==> config.mk <==
export PLATFORM = sky130hd
export DESIGN_NAME = regfile_wb_arbiter
export DESIGN_NICKNAME = d
export VERILOG_FILES = /design/src/rtl/regfile_wb_arbiter.sv
export SDC_FILE = /design/constraint.sdc
export NUM_CORES = 1
export LEC_CHECK = 0
export BUFFER_PORTS_ARGS = -buffer_cell sky130_fd_sc_hd__buf_2
export CORE_UTILIZATION = 48
export CTS_BUF_LIST = sky130_fd_sc_hd__clkbuf_4 sky130_fd_sc_hd__clkbuf_8
export DETAILED_ROUTE_END_ITERATION = 8
export PLACE_DENSITY = 0.83
export SLEW_MARGIN = 10
export SYNTH_ARGS = -nofsm -noshare
export SYNTH_HDL_FRONTEND = slang
export SYNTH_SLANG_ARGS = --single-unit
==> constraint.sdc <==
create_clock -name clk -period 2.4 [get_ports clk]
set_input_delay 0.36 -clock clk [delete_from_list [all_inputs] [get_ports clk]]
set_output_delay 0.36 -clock clk [all_outputs]
set_load 0.005 [all_outputs]
==> src/rtl/regfile_wb_arbiter.sv <==
// Write-back arbiter and busy scoreboard for the 16 x 32 register file (ALU vs LDR, round-robin).
// Define RF_WB_BYPASS_EN to let the hazard check see this cycle's grant-clear.
module regfile_wb_arbiter #(
  parameter int DATA_W = 32,
  parameter int NREG   = 16,
  parameter int AW     = 4
) (
  input  logic              clk,
  input  logic              rst_n,
  input  logic              issue_valid,
  input  logic [31:0]       issue_code,
  input  logic              issue_wb,
  output logic              issue_ready,
  input  logic              alu_valid,
  input  logic [AW-1:0]     alu_dest,
  input  logic [DATA_W-1:0] alu_data,
  output logic              alu_ready,
  input  logic              ldr_valid,
  input  logic [AW-1:0]     ldr_dest,
  input  logic [DATA_W-1:0] ldr_data,
  output logic              ldr_ready,
  output logic              rf_wr_en,
  output logic [AW-1:0]     rf_wr_dest,
  output logic [DATA_W-1:0] rf_wr_data,
  output logic [NREG-1:0]   busy_mask
);

  logic              ptr_ldr_p0;
  logic              alu_gnt_p0;
  logic              ldr_gnt_p0;
  logic              gnt_p0;
  logic [AW-1:0]     gnt_dest_p0;
  logic [DATA_W-1:0] gnt_data_p0;
  logic [AW-1:0]     dest_p0;
  logic [AW-1:0]     src1_p0;
  logic [AW-1:0]     src2_p0;
  logic [NREG-1:0]   clr_p0;
  logic [NREG-1:0]   set_p0;
  logic [NREG-1:0]   busy_chk_p0;
  logic [NREG-1:0]   busy_p1;
  logic              wr_vld_p1;
  logic [AW-1:0]     wr_dest_p1;
  logic [DATA_W-1:0] wr_data_p1;
  logic              unused_code;

  // Stage p0: decode fields, arbitrate, hazard check
  assign dest_p0     = issue_code[19 +: AW];
  assign src2_p0     = issue_code[15 +: AW];
  assign src1_p0     = issue_code[11 +: AW];
  assign unused_code = ^{issue_code[31:23], issue_code[10:0]};

  // ptr_ldr_p0 = 1 means LDR wins when both request
  assign ldr_gnt_p0  = ldr_valid & (~alu_valid | ptr_ldr_p0);
  assign alu_gnt_p0  = alu_valid & (~ldr_valid | ~ptr_ldr_p0);
  assign gnt_p0      = alu_gnt_p0 | ldr_gnt_p0;
  assign alu_ready   = alu_gnt_p0;
  assign ldr_ready   = ldr_gnt_p0;
  assign gnt_dest_p0 = alu_gnt_p0 ? alu_dest : ldr_dest;
  assign gnt_data_p0 = alu_gnt_p0 ? alu_data : ldr_data;

  always_comb begin
    clr_p0 = '0;
    if (gnt_p0) clr_p0[gnt_dest_p0] = 1'b1;
  end

`ifdef RF_WB_BYPASS_EN
  assign busy_chk_p0 = busy_p1 & ~clr_p0;
`else
  assign busy_chk_p0 = busy_p1;
`endif

  assign issue_ready = ~busy_chk_p0[src1_p0] & ~busy_chk_p0[src2_p0] &
                       ~(issue_wb & busy_chk_p0[dest_p0]);

  always_comb begin
    set_p0 = '0;
    if (issue_valid && issue_ready && issue_wb) set_p0[dest_p0] = 1'b1;
  end

  // Stage p1: registered write port and scoreboard (set applied after clear)
  always_ff @(posedge clk or negedge rst_n) begin
    if (!rst_n) begin
      ptr_ldr_p0 <= 1'b1;
      busy_p1    <= '0;
      wr_vld_p1  <= 1'b0;
      wr_dest_p1 <= '0;
      wr_data_p1 <= '0;
    end else begin
      wr_vld_p1 <= gnt_p0;
      busy_p1   <= (busy_p1 & ~clr_p0) | set_p0;
      if (gnt_p0) begin
        ptr_ldr_p0 <= alu_gnt_p0;
        wr_dest_p1 <= gnt_dest_p0;
        wr_data_p1 <= gnt_data_p0;
      end
    end
  end

  assign rf_wr_en   = wr_vld_p1;
  assign rf_wr_dest = wr_dest_p1;
  assign rf_wr_data = wr_data_p1;
  assign busy_mask  = busy_p1;

endmodule

==> results.json, run 1 <==
{
  "status": "completed",
  "numPortBuffers": 145,
  "synth-edff-count": 0,
  "die_x_um": 85.4,
  "finalSetupTns_ps": 0,
  "clock_skew_ps": 13.2,
  "ant_nets": 0,
  "critPathMaxFanout": 5,
  "end_kind": "output port",
  "drc": 0,
  "yosysTopAreaCell": "dfrtp_1",
  "core-area_um2": 6760,
  "synthArstFlopShare": 1.00,
  "antenna_found_initial": 0,
  "drtPass1Iterations": 5,
  "ys_types": 39,
  "worstPathCellList": "mux4_1, mux2i_1, mux2_4, nand2_4, nor2_1, buf_2",
  "synth_area_um2": 3340,
  "diodes": 0,
  "holdCritPathClass": "in2async",
  "synth_most_common_cell": "nor2_1",
  "finalHoldViolCount": 0,
  "drt_wl_total_um": 9380,
  "fin_nets": 591,
  "synthFlopType": "dfrtp_1",
  "fp-row-count": 30,
  "grt_pass1_vias": 3301,
  "numCtsBuffers": 5,
  "crit_path_max_incr_delay_ps": 520,
  "timing.rr.start": "ptr_ldr_p0",
  "critical_path.startpoint": "busy_mask[1]",
  "syn_nets": 454,
  "netlist_top_cells_count": "nor2_1 (72), dfrtp_1 (53), mux2_2 (32), o22ai_1 (32), nand2_1 (23)",
  "cts_resized": 0,
  "grt_pass1_wl_um": 15300,
  "groute.usage.overall": 0.263,
  "cts_max_path_buffers": 2,
  "drive_gt1_frac": 0.442,
  "register_area_um2": 1350,
  "peakVddDrop_uv": 311,
  "period_minus_slack_ps": 2270,
  "multi_input_area_um2": 1850,
  "ys_ff_latch": 54,
  "fillCellCount": 557,
  "gp_congestion": 0.867,
  "die_area_um2": 7290,
  "worstPathRequired_ps": 2040,
  "ys_warn_count": 0,
  "yosysTopAreaCellShare": 0.397,
  "overflow": 0,
  "syn_inst": 344,
  "root_buffer": "clkbuf_8",
  "rsz0062_at_grt": "no",
  "slew_headroom": 0.652,
  "path_buf_inv": 1,
  "start_util": 0.494,
  "drv_slew": 0,
  "die_y_um": 85.4,
  "via_count": 3288,
  "tightestPinTransition_ps": 516,
  "postCtsSetupBuffers": 0,
  "viasPerCell": 5.85,
  "critPathLaunchType": "register",
  "worst_hold_slack_ps": 14.9,
  "regToRegSetupSlack_ps": 300,
  "drt_iter0_markers": 287,
  "clkTransAtPathRegs_ps": 100,
  "max_freq_mhz": 440,
  "path_class": "reg2out",
  "clkLatencyLatePin_ps": 310,
  "wl_per_cell_um": 16.7,
  "leakage_uw": 0.00203,
  "cts_tree": "built",
  "period_share": 0.947,
  "ys_top_cells_by_area": "dfrtp_1 (40%), mux2_2 (11%), nor2_1 (8.1%)",
  "yosysSeqAreaShare": 0.405,
  "cpLargestDelayFamily": "multiplexers",
  "crit_slowest_cell": "mux4_1",
  "ios": 166,
  "grt_max_degree": 36,
  "cts_hold_buf": 0,
  "area_delta_synth_final_pct": 26.6,
  "dp_hpwl_um": 6820,
  "worst_ep_arrival_time_ps": 1910,
  "synth_area_per_cell_um2": 9.70,
  "cts_num_sinks": 54,
  "finalSetupViolCount": 0,
  "p_per_area_nw_per_um2": 678,
  "h-tree-depth": 2,
  "maxCapViolCount": 0
}
[metrics by stage]
step | total power, uW | utilization | instance area (um2) | worst slack [ps] | instances
final | 2860 | 0.626 | 4230 | 128 | 562
after global routing | 3020 | 0.626 | 4230 | 31.7 | 562
after CTS | 2870 | 0.626 | 4230 | 126 | 562
after detailed placement | 2200 | 0.608 | 4110 | 329 | 554
after global placement | 2160 | 0.608 | 4110 | 370 | 554
after floorplan | 1780 | - | 3340 | 504 | 344
[report_power, final]
part,leakage (uW),switching (uW),internal [uW]
sequential,0.000646,160,1070
clock,0.0000618,326,344
combinational,0.00132,486,477
[layout by cell type, fill, tap and decap left out, types with 6 or more instances in the layout]
cell type	synthesis	routed
a31oi_1	8	8
buf_2	7	145
buf_4	0	8
clkbuf_8	0	6
dfrtp_1	53	53
mux2_2	32	32
mux2i_1	10	10
mux4_1	7	7
nand2_1	23	23
nor2_1	72	72
nor3b_1	8	8
o21ai_0	17	17
o22ai_1	32	32
o31ai_1	6	6
o31ai_2	9	9
[state kept, by name, summed over array words and instances (netlist names)]
signal / cells
ptr_ldr_p0: 1
rf_wr_en: 1
busy_mask: 16
rf_wr_data: 32
rf_wr_dest: 4
[layout make-up]
class,instances,area share
multi-input combinational,262,0.437
sequential,54,0.320
timing repair buffer,153,0.186
tap,80,0.0237
clock buffer,6,0.0195
clock inverter,2,0.00917
inverter,5,0.00444
[metal layers]
layer,track usage,part of all wire
met5,0,0
met4,0.0955,0.021
met3,0.0525,0.067
met2,0.470,0.51
met1,0.313,0.40
[logic make-up after synthesis]
kind of cell / count (synthesis) / share of synthesized area
and+or+nand+nor: 124 / 0.163
AOI/OAI and AO/OA: 84 / 0.174
muxes: 54 / 0.217
DFF: 54 / 0.405
buffers and inverters: 28 / 0.0409
[final timing paths]
kind / cells after the start / end
worst max-delay path: 6 / issue_ready
worst min-delay path: 2 / busy_mask[13]
worst max register to register: 6 / busy_mask[7]
worst min register to register: 1 / ptr_ldr_p0
max in group asynchronous: 2 / ptr_ldr_p0
min in group clk: 3 / rf_wr_data[9]
Power figures use the tool's default switching activity.
==> run 2, diff against run 1 <==
--- a/config.mk
+++ b/config.mk
@@ -5,8 +5,9 @@
 export SDC_FILE = /design/constraint.sdc
 export NUM_CORES = 1
 export LEC_CHECK = 0
+export ABC_AREA = 1
 export BUFFER_PORTS_ARGS = -buffer_cell sky130_fd_sc_hd__buf_2
-export CORE_UTILIZATION = 48
+export CORE_UTILIZATION = 47
 export CTS_BUF_LIST = sky130_fd_sc_hd__clkbuf_4 sky130_fd_sc_hd__clkbuf_8
 export DETAILED_ROUTE_END_ITERATION = 8
 export PLACE_DENSITY = 0.83
==> run 2 against run 1 <==
Utilization up 0.40 points. Count of clock-buffer cells in the layout unchanged. Combinational power down 28%. Worst setup slack better by 240 ps. Fmax up 12%. Critical path type unchanged. Largest power group unchanged.
==> results.json, run 2 <==
{
  "die_y_um": 83.7,
  "numPortBuffers": 145,
  "rr_worst_depth": 8,
  "groute.usage.overall": 0.279,
  "yosysSeqAreaShare": 0.431,
  "root_buffer": "clkbuf_8",
  "critPathLaunchType": "register",
  "finalSetupViolCount": 0,
  "peakVddDrop_uv": 346,
  "synthArstFlopShare": 1.00,
  "finalHoldViolCount": 0,
  "drive_gt1_frac": 0.306,
  "stdcell_area_um2": 4020,
  "syn_inst": 456,
  "drv_slew": 0,
  "synthFlopType": "dfrtp_1",
  "grt_pass1_wl_um": 15700,
  "cts_num_sinks": 54,
  "yosysTopAreaCellShare": 0.422,
  "gp_congestion": 0.941,
  "start_util": 0.492,
  "critPathMaxFanout": 21,
  "cts_tree": "built",
  "clock_skew_ps": 15.0,
  "diodes": 0,
  "register_area_um2": 1350,
  "wl_per_cell_um": 13.9,
  "h-tree-depth": 2,
  "final_common_cell": "buf_2",
  "synth_compound_gate_area_share": 0.152,
  "via_count": 3574,
  "synth_adder_area_share": 0,
  "ys_ff_latch": 54,
  "area_delta_synth_final_pct": 28.1,
  "synth_area_um2": 3140,
  "finalSetupTns_ps": 0,
  "viasPerCell": 5.29,
  "worst_hold_slack_ps": 148,
  "fp-row-count": 29,
  "period_share": 0.849,
  "syn_nets": 566,
  "netlist_top_cells_count": "nand2_1 (142), nor2_1 (57), dfrtp_1 (53), a21oi_1 (32), inv_1 (31)",
  "drt_wl_total_um": 9370,
  "core-area_um2": 6390,
  "ys_types": 24,
  "ys_warn_count": 0,
  "overflow": 0,
  "rsz0062_at_grt": "no",
  "status": "completed",
  "end_kind": "output port",
  "layout_common_cells": "buf_2 (145), nand2_1 (142), nor2_1 (56)",
  "drc": 0,
  "max_freq_mhz": 491,
  "ant_nets": 0,
  "synth_most_common_cell": "nand2_1",
  "cts_max_path_buffers": 2,
  "drt_iter0_markers": 225,
  "postCtsSetupBuffers": 0,
  "die_x_um": 83.7,
  "clkTransAtPathRegs_ps": 100,
  "synth_top_family_by_area": "simple AND/OR/NAND/NOR gates",
  "placed_cell_area_um2": 3930,
  "grt_pass1_vias": 3298,
  "largest_reg_flops": 32,
  "antenna_found_initial": 0,
  "numCtsBuffers": 5,
  "leakage_uw": 0.00220,
  "fillCellCount": 607,
  "grt_max_degree": 40,
  "p_per_area_nw_per_um2": 587,
  "tightestPinTransition_ps": 874,
  "maxCapViolCount": 0,
  "worstPathRequired_ps": 2040,
  "synth_simple_gate_area_frac": 0.335,
  "synth-edff-count": 0,
  "yosysTopAreaCell": "dfrtp_1",
  "die_area_um2": 7010,
  "synth.area.mux_share": 0,
  "worst_ep_arrival_time_ps": 1680,
  "timing.rr.start": "ptr_ldr_p0",
  "holdCritPathClass": "in2async",
  "synth_area_per_cell_um2": 6.88,
  "ios": 166,
  "multi_input_area_um2": 1540,
  "ys_top_cells_by_area": "dfrtp_1 (42%), nand2_1 (17%), nor2_1 (6.8%)",
  "fin_nets": 708,
  "cts_resized": 0,
  "drtPass1Iterations": 5,
  "slew_headroom": 0.417,
  "period_minus_slack_ps": 2040,
  "path_class": "reg2out",
  "synthXorXnorAreaFrac": 0,
  "cts_hold_buf": 0,
  "critical_path.startpoint": "ptr_ldr_p0",
  "dp_hpwl_um": 7350,
  "clkLatencyLatePin_ps": 310
}
run 2: cell types whose count changed after synthesis, moves of 8 or more:
| cell | before | now |
|---|---|---|
| nor2_1 | 72 | 57 |
| nand3_1 | 4 | 27 |
| nand4_1 | 1 | 16 |
| o31ai_2 | 9 | 0 |
| mux2i_1 | 10 | 0 |
| a31oi_1 | 8 | 0 |
| inv_1 | 4 | 31 |
| mux2_2 | 32 | 0 |
| nor3b_1 | 8 | 0 |
| o22ai_1 | 32 | 0 |
| nand2_1 | 23 | 142 |
| o21ai_0 | 17 | 30 |
| o21ai_1 | 4 | 24 |
| a21oi_1 | 0 | 32 |
run 2: layout make-up:
| cell class | count | area share |
|---|---|---|
| Multi-Input combinational cell | 343 | 0.382 |
| Sequential cell | 54 | 0.336 |
| Timing Repair Buffer | 155 | 0.199 |
| Inverter | 39 | 0.0364 |
| Tap cell | 77 | 0.0240 |
| Clock buffer | 6 | 0.0190 |
| Clock inverter | 2 | 0.00342 |
run 2: cell families (layout without fill, tap and decap cells):
| kind of cell | count (synthesis) | after routing |
|---|---|---|
| compound gates | 91 | 91 |
| flops | 54 | 54 |
| buf+inv | 59 | 202 |
| simple gates | 252 | 252 |
run 2: metal layers:
metal,wire [um],vias to the layer above,global-route usage
met3,593,25,0.0475
li1,-,1761,-
met2,4640,149,0.466
met5,0,-,0
met1,3880,1639,0.363
met4,254,0,0.109
run 2: through the flow:
stage	utilization	power [uW]	setup WS, ps	instances
4_1_cts	0.630	2370	376	676
2_1_floorplan	-	1500	784	456
3_3_place_gp	0.616	1820	553	668
5_1_grt	0.630	2510	264	676
6_report	0.630	2360	363	676
3_5_place_dp	0.616	1850	417	668
run 2: worst paths after layout:
| kind | end | slack, ps |
|---|---|---|
| max in group asynchronous | rf_wr_data[14] | 1570 |
| worst min register to register | ptr_ldr_p0 | 490 |
| worst max register to register | busy_mask[0] | 500 |
| worst min-delay path | rf_wr_data[9] | 150 |
| min in group clk | rf_wr_data[6] | 300 |
| worst max-delay path | alu_ready | 360 |
run 2: power by group:
part / switching [uW] / internal, uW / total [uW]
Sequential: 107 / 1030 / 1140
Combinational: 407 / 288 / 695
Clock: 304 / 220 / 524
Total: 819 / 1540 / 2360
run 2: critical path, cell delays in order (launching register included):
cell     delay [ps]
dfstp_2         380
nand2_1         100
nand2_2         120
inv_2           320
buf_4           290
buf_2           140
